## src/rtl/sync_fifo_adv.sv

```systemverilog
// rtl/sync_fifo_adv.sv - single-clock FIFO with almost flags, error pulses and optional FWFT read
// Storage is never reset; pointers, count, flags and the registered read word are.
module sync_fifo_adv #(
  parameter int DATA_WIDTH = 32,
  parameter int ADDR_WIDTH = 4,
  parameter int DEPTH      = 16,
  parameter int AFULL_TH   = 12,
  parameter int AEMPTY_TH  = 4,
  parameter int FWFT       = 0
) (
  input  logic                  clk,
  input  logic                  rst,
  input  logic                  wen,
  input  logic                  ren,
  input  logic [DATA_WIDTH-1:0] wdata,
  output logic [DATA_WIDTH-1:0] rdata,
  output logic                  wfull,
  output logic                  rempty,
  output logic                  afull,
  output logic                  aempty,
  output logic [ADDR_WIDTH:0]   count,
  output logic                  overflow,
  output logic                  underflow
);

  localparam logic [ADDR_WIDTH:0]   DEPTH_C  = DEPTH[ADDR_WIDTH:0];
  localparam logic [ADDR_WIDTH:0]   AFULL_C  = AFULL_TH[ADDR_WIDTH:0];
  localparam logic [ADDR_WIDTH:0]   AEMPTY_C = AEMPTY_TH[ADDR_WIDTH:0];
  localparam logic [ADDR_WIDTH:0]   CNT_ONE  = (ADDR_WIDTH+1)'(1);
  localparam logic [ADDR_WIDTH-1:0] PTR_ONE  = ADDR_WIDTH'(1);

  logic [DATA_WIDTH-1:0] mem_q [DEPTH];
  logic [ADDR_WIDTH-1:0] wr_ptr_q, wr_ptr_d;
  logic [ADDR_WIDTH-1:0] rd_ptr_q, rd_ptr_d;
  logic [ADDR_WIDTH:0]   count_q, count_d;
  logic                  overflow_q, overflow_d;
  logic                  underflow_q, underflow_d;
  logic                  wr_en, rd_en;

  // Full/empty come from the registered count, so a read at full never frees room for a same-cycle write.
  assign wfull  = (count_q == DEPTH_C);
  assign rempty = (count_q == '0);
  assign afull  = (count_q >= AFULL_C);
  assign aempty = (count_q <= AEMPTY_C);
  assign count     = count_q;
  assign overflow  = overflow_q;
  assign underflow = underflow_q;

  assign wr_en = wen && !wfull;
  assign rd_en = ren && !rempty;

  always_comb begin
    wr_ptr_d    = wr_ptr_q;
    rd_ptr_d    = rd_ptr_q;
    count_d     = count_q;
    overflow_d  = wen && wfull;
    underflow_d = ren && rempty;
    if (wr_en) wr_ptr_d = wr_ptr_q + PTR_ONE;
    if (rd_en) rd_ptr_d = rd_ptr_q + PTR_ONE;
    if (wr_en && !rd_en) count_d = count_q + CNT_ONE;
    else if (rd_en && !wr_en) count_d = count_q - CNT_ONE;
  end

  always_ff @(posedge clk) begin
    if (rst) begin
      wr_ptr_q    <= '0;
      rd_ptr_q    <= '0;
      count_q     <= '0;
      overflow_q  <= 1'b0;
      underflow_q <= 1'b0;
    end else begin
      wr_ptr_q    <= wr_ptr_d;
      rd_ptr_q    <= rd_ptr_d;
      count_q     <= count_d;
      overflow_q  <= overflow_d;
      underflow_q <= underflow_d;
    end
  end

  always_ff @(posedge clk) begin
    if (wr_en && !rst) mem_q[wr_ptr_q] <= wdata;
  end

  generate
    if (FWFT != 0) begin : g_fwft
      assign rdata = mem_q[rd_ptr_q];
    end else begin : g_std
      logic [DATA_WIDTH-1:0] rdata_q;
      always_ff @(posedge clk) begin
        if (rst) rdata_q <= '0;
        else if (rd_en) rdata_q <= mem_q[rd_ptr_q];
      end
      assign rdata = rdata_q;
    end
  endgenerate

endmodule

```

## config.mk

```make
export PLATFORM = sky130hd
export DESIGN_NAME = sync_fifo_adv
export DESIGN_NICKNAME = d
export VERILOG_FILES = /design/src/rtl/sync_fifo_adv.sv
export SDC_FILE = /design/constraint.sdc
export NUM_CORES = 1
export LEC_CHECK = 0
export BUFFER_PORTS_ARGS = -buffer_cell sky130_fd_sc_hd__buf_2
export CAP_MARGIN = 20
export CORE_MARGIN = 2
export CORE_UTILIZATION = 53
export DETAILED_ROUTE_END_ITERATION = 12
export PLACE_DENSITY = 0.82
export SYNTH_ARGS = -nofsm -noshare
export SYNTH_HDL_FRONTEND = slang
export SYNTH_SLANG_ARGS = --single-unit
```

## constraint.sdc

```tcl
create_clock -name clk -period 7.93 [get_ports clk]
set_input_delay 0.3965 -clock clk [delete_from_list [all_inputs] [get_ports clk]]
set_output_delay 0.3965 -clock clk [all_outputs]
set_load 0.02 [all_outputs]
```

==> flow_metrics.env, run 1 <==
export IMPL_synth_most_common_cell="edfxtp_1"
export IMPL_cts_resized=0
export IMPL_power_mw=7.38
export IMPL_yosysTopAreaCell="edfxtp_1"
export IMPL_drt_iter0_drc=1157
export IMPL_worstSkewPairLatency_ns=0.58
export IMPL_grt_pass1_wl_mm=65.0
export IMPL_io_buffers=78
export IMPL_period_share_pct=40.2
export IMPL_cts_max_level=2
export IMPL_powerDensity_mw_per_mm2=305
export IMPL_syn_to_final_growth_pct=12.8
export IMPL_worst_setup_path_start_kind="flip-flop"
export IMPL_syn_num_nets=1049
export IMPL_clock_root_buffer="clkbuf_16"
export IMPL_synthFlopType="edfxtp_1"
export IMPL_synth_top_area_share_pct=71.6
export IMPL_die_height_um=205
export IMPL_fin_crit_ns=3.19
export IMPL_core_area_sq_mm=0.0398
export IMPL_max_slew_worst_pin_slew_ns=1.17
export IMPL_cts_clk_slew_worst_paths_ns=0.06
export IMPL_synth_area_sq_mm=0.0215
export IMPL_yosys_cell_types_count=33
export IMPL_path_max_fanout=6
export IMPL_maxSlewHeadroom_pct=21.8
export IMPL_grt_overflow_total=0
export IMPL_hold_ws_ns=0.0617
export IMPL_synth_edf_count=512
export IMPL_initial_core_util_pct=53.9
export IMPL_hold_violations=0
export IMPL_async_flop_share_pct=0
export IMPL_num_rows=73
export IMPL_crit_path_end_kind="flip-flop"
export IMPL_syn_inst=1002
export IMPL_ys_seq_area_share_pct=76.0
export IMPL_die_area_sq_mm=0.0421
export IMPL_grt_usage_pct=21.3
export IMPL_final_nets=1152
export IMPL_path_class="reg -> reg"
export IMPL_ios=79
export IMPL_grt_pass1_vias=10533
export IMPL_cts_setup_buffers=0
export IMPL_die_w_um=205
export IMPL_rsz0062_at_grt="no"
export IMPL_vias_per_cell=6.05
export IMPL_cts_tree="yes"
export IMPL_avgSynthCellArea_sq_um=21.4
export IMPL_grt_antenna_before_repair=3
export IMPL_clock_sinks=559
export IMPL_fmax_ghz=0.314
export IMPL_ant_nets=0
export IMPL_setup_viol=0
export IMPL_ys_warn_count=0
export IMPL_routed_wl_mm=44.0
export IMPL_drive_gt1_share_pct=36.5
export IMPL_place_congestion=0.710
export IMPL_synth_seq_cells=559
export IMPL_ir_drop_mv=0.193
export IMPL_clockBufferDepth=3
export IMPL_fin_worst_skew_ns=0.0220
export IMPL_holdBufCountCts=0
export IMPL_wl_per_cell_um=26.4
export IMPL_hpwlAfterDp_mm=21.6
export IMPL_first_pass_iters=5
export IMPL_report_final_slew_viol_count=0
export IMPL_status="finished clean"
export IMPL_hold_class="in -> reg"
export IMPL_netlist_top_cells_count="512 x edfxtp_1, 128 x mux4_2, 77 x nand2_1"
export IMPL_via_count=10098
export IMPL_cp_required_ns=8.40
export IMPL_cts_buffers=53
export IMPL_grt_max_degree=68
export IMPL_fin_setup_tns_ns=0
export IMPL_ys_top_cells_by_area="edfxtp_1 72%, mux4_2 13%, dfxtp_1 4.4%, mux2_2 3.4%, a22oi_2 1.7%"
export IMPL_worstPathArrival_ns=3.66
export IMPL_leakagePower_nw=7.79
export IMPL_maxCapViolCount=0
export IMPL_drc=0
## worst paths after layout
| kind | from | to | slack, ns | depth (start not counted) |
|---|---|---|---|---|
| worst max-delay path | count[0] | count[4] | 4.74 | 10 |
| worst max register to register | count[0] | count[4] | 4.74 | 10 |
| worst min-delay path | wen | overflow | 0.06 | 3 |
| worst min register to register | rdata[24] | rdata[24] | 0.49 | 2 |
## critical path, cell delays in order, from the launching register on
cell and delay (ns):
dfxtp_1 0.37, or4_1 0.66, o21a_4 0.30, inv_4 0.09, ha_1 0.22, inv_1 0.13
ha_1 0.31, a21o_1 0.19, a21oi_1 0.20, mux2i_1 0.26, mux2_2 0.35
## sequential cells by signal, summed over array words and instances (netlist names)
signal / count
count: 5
mem_q: 512
overflow: 1
rd_ptr_q: 4
rdata: 32
underflow: 1
wr_ptr_q: 4
## metal layers
| metal | wire length (um) | global-route usage, % | up-vias |
|---|---|---|---|
| met5 | 23 | 0 | - |
| met4 | 1540 | 8.32 | 4 |
| met3 | 3110 | 3.88 | 109 |
| met2 | 22900 | 36.5 | 423 |
| met1 | 16500 | 27.4 | 5281 |
| li1 | - | - | 4281 |
## layout make-up
| type | count | area [sq um] |
|---|---|---|
| Sequential cell | 559 | 16300 |
| Fill cell | 2739 | 15600 |
| Multi-Input combinational cell | 383 | 4970 |
| Clock buffer | 75 | 1450 |
| Tap cell | 525 | 657 |
| Timing Repair Buffer | 100 | 576 |
| Clock inverter | 18 | 213 |
| Inverter | 8 | 32.5 |
| Antenna cell | 1 | 2.50 |
## per-stage QoR
step	instance area, sq um	worst slack, ns	util, %	std cells
finish	24200	4.74	60.8	1669
global placement	22500	4.80	56.6	1574
floorplan	21500	3.85	-	1002
CTS	24200	4.66	60.8	1667
global route	24200	4.54	60.8	1669
detailed placement	22500	4.74	56.6	1574
## cell families after synthesis
| family | after synthesis | synth area share [%] |
|---|---|---|
| DFF | 559 | 76.0 |
| muxes | 195 | 16.9 |
| and+or+nand+nor | 126 | 2.49 |
| buffers and inverters | 60 | 1.39 |
| AOI/OAI and AO/OA | 42 | 2.13 |
| adders and majority gates | 11 | 0.676 |
| xor gates and xnor gates | 9 | 0.367 |
## cells in the final DEF (no fill, tap or decap), drive strengths merged, types with 2 or more instances in the layout
cell type and count:
a21oi 6, a22oi 32, buf 100, bufinv 5, clkbuf 75, clkinv 12, dfxtp 47, edfxtp 512
ha 10, inv 9, mux2 65, mux2i 2, mux4 128, nand2 77, nand2b 2, nand4 2
nor2 33, nor3 7, o21a 3, xnor2 2, xor2 7
## power by group
group          leakage (nW)  internal, mW  switching (mW)  total (mW)
clock network         0.814          1.43            1.02        2.45
logic                  1.98         0.750           0.711        1.46
registers              5.00          3.33           0.137        3.47
total                  7.79          5.51            1.87        7.38
No activity file was read; power rests on OpenSTA's default activity.
==> run 2, diff against run 1 <==
--- a/config.mk
+++ b/config.mk
@@ -10,7 +10,7 @@
 export CORE_MARGIN = 2
 export CORE_UTILIZATION = 53
 export DETAILED_ROUTE_END_ITERATION = 12
-export PLACE_DENSITY = 0.82
+export PLACE_DENSITY = 0.85
 export SYNTH_ARGS = -nofsm -noshare
 export SYNTH_HDL_FRONTEND = slang
 export SYNTH_SLANG_ARGS = --single-unit
==> constraint.sdc (replaced) <==
create_clock -name clk -period 2.7 [get_ports clk]
set_input_delay 0.135 -clock clk [delete_from_list [all_inputs] [get_ports clk]]
set_output_delay 0.135 -clock clk [all_outputs]
set_load 0.02 [all_outputs]
==> flow_metrics.env, run 2 (synthesized netlist as in run 1, its figures left out) <==
export IMPL_worstPathArrival_ns=3.10
export IMPL_critical_path_top_delay_family="compound AO/OA/AOI/OAI gates"
export IMPL_grt_antenna_before_repair=0
export IMPL_final_common_cell="edfxtp_1"
export IMPL_maxSlewHeadroom_pct=54.5
export IMPL_hold_violations=0
export IMPL_maxCapViolCount=0
export IMPL_first_pass_iters=5
export IMPL_fin_worst_skew_ns=0.0157
export IMPL_path_class="reg -> reg"
export IMPL_path_max_fanout=5
export IMPL_cts_max_level=2
export IMPL_hpwlAfterDp_mm=25.0
export IMPL_setup_viol=0
export IMPL_crit_chain="or4_4, o21a_4, ha_4, inv_2, ha_4, a21o_1, a21oi_2, mux2i_1, mux2_2"
export IMPL_grt_max_degree=75
export IMPL_fillers=2554
export IMPL_wl_per_cell_um=26.7
export IMPL_final_cell_mix="512 x edfxtp_1, 128 x mux4_2, 78 x buf_2, 77 x nand2_1, 65 x mux2_2"
export IMPL_syn_to_final_growth_pct=16.6
export IMPL_gr_usage_met1_pct=29.3
export IMPL_crit_buf_inv=1
export IMPL_drive_gt1_share_pct=37.9
export IMPL_max_slew_worst_pin_slew_ns=0.681
export IMPL_grt_use_met3_pct=3.44
export IMPL_final_nets=1221
export IMPL_clock_sinks=559
export IMPL_routed_wl_mm=46.5
export IMPL_grt_pass1_vias=11220
export IMPL_worstSkewPairLatency_ns=0.59
export IMPL_ios=79
export IMPL_period_share_pct=97.7
export IMPL_cp_slowest_cell="or4_4"
export IMPL_cp_required_ns=3.17
export IMPL_clockBufferDepth=3
export IMPL_use_met2_pct=38.5
export IMPL_drt_iter0_drc=1155
export IMPL_initial_core_util_pct=53.9
export IMPL_ir_drop_mv=0.574
export IMPL_core_area_sq_mm=0.0398
export IMPL_rsz0062_at_grt="yes"
export IMPL_cts_tree="yes"
export IMPL_hold_class="in -> reg"
export IMPL_worst_setup_path_start_kind="flip-flop"
export IMPL_status="finished clean"
export IMPL_ant_nets=0
export IMPL_io_buffers=78
export IMPL_cts_buffers=52
export IMPL_top_usage_layer="met2"
export IMPL_grt_usage_pct=22.2
export IMPL_multi_input_area_sq_mm=0.00504
export IMPL_seqCellArea_sq_mm=0.0163
export IMPL_report_final_slew_viol_count=0
export IMPL_grt_pass1_wl_mm=68.8
export IMPL_die_w_um=205
export IMPL_crit_path_end_kind="flip-flop"
export IMPL_cts_clk_slew_worst_paths_ns=0.06
export IMPL_diodes=0
export IMPL_drc=0
export IMPL_hold_ws_ns=0.0329
export IMPL_max_stage_delay_ns=0.54
export IMPL_die_height_um=205
export IMPL_die_area_sq_mm=0.0421
export IMPL_powerDensity_mw_per_mm2=870
export IMPL_clock_root_buffer="clkbuf_16"
export IMPL_fin_crit_ns=2.64
export IMPL_top_register="mem_q"
export IMPL_crit_top_cell="ha_4"
export IMPL_grt_overflow_total=0
export IMPL_via_count=10580
export IMPL_power_mw=21.8
export IMPL_largest_reg_flops=512
export IMPL_leakagePower_nw=8.09
export IMPL_place_congestion=0.753
export IMPL_vias_per_cell=6.08
export IMPL_num_rows=73
export IMPL_fmax_ghz=0.379
-- run 2: cell types whose count changed in the layout (fill, tap and decap cells not counted), moves of 3 or more --
| cell | previous run | this run |
|---|---|---|
| ha_1 | 10 | 7 |
| dfxtp_1 | 44 | 41 |
| dlygate4sd3_1 | 0 | 34 |
| buf_16 | 1 | 5 |
| clkbuf_1 | 18 | 22 |
| buf_12 | 0 | 12 |
| nor3_2 | 5 | 1 |
| buf_4 | 21 | 41 |
| bufinv_16 | 5 | 0 |
| nor3_4 | 0 | 4 |
-- run 2: metal layers --
layer | part of all wire (%) | routed length, um
met5 | 0 | 0
met4 | 2.7 | 1240
met3 | 8.1 | 3770
met2 | 52 | 24300
met1 | 37 | 17200
-- run 2: where the power goes --
group / switching [mW] / leakage (nW) / internal (mW)
sequential: 0.289 / 5.00 / 9.80
clock: 3.13 / 0.749 / 3.69
combinational: 2.42 / 2.34 / 2.45
-- run 2: layout make-up --
cell class / instances / area share [%]
clock buffer: 78 / 5.75
clock inverter: 16 / 0.445
inverter: 8 / 0.130
multi-input combinational: 383 / 20.1
sequential: 559 / 65.3
tap: 525 / 2.62
timing repair buffer: 170 / 5.66
-- run 2: worst paths after layout --
check        startpoint  cells past startpoint  slack, ns        end
max            count[0]                      9       0.06   count[4]
min                 rst                      3       0.03   count[2]
max reg2reg    count[0]                      9       0.06   count[4]
min reg2reg   rdata[26]                      2       0.49  rdata[26]
-- run 2: tightest hold or removal path, stage by stage --
cell    delay [ns]
buf_2         0.11
buf_4         0.21
nor2_1        0.11
-- run 2: per-stage QoR --
| stage | std cells | setup TNS (ns) | cell area, sq um | setup slack, ns | util [%] |
|---|---|---|---|---|---|
| 4_1_cts | 1732 | 0 | 24900 | 0.00943 | 62.4 |
| 5_1_grt | 1739 | -0.0262 | 25000 | -0.0262 | 62.8 |
| 3_3_place_gp | 1602 | 0 | 22900 | 0.0389 | 57.5 |
| 3_5_place_dp | 1604 | -7.19 | 23000 | -0.126 | 57.6 |
| 2_1_floorplan | 1002 | -57.48 | 21600 | -0.454 | - |
| 6_report | 1739 | 0 | 25000 | 0.0628 | 62.8 |
-- run 2: what timing repair did --
action,4_1_cts,5_1_grt
pin swaps,2,4
setup buffers,0,1
endpoints found under the setup margin,133,1
hold buffers,34,0
gates resized for setup,2,4
endpoints found under the hold margin,514,0
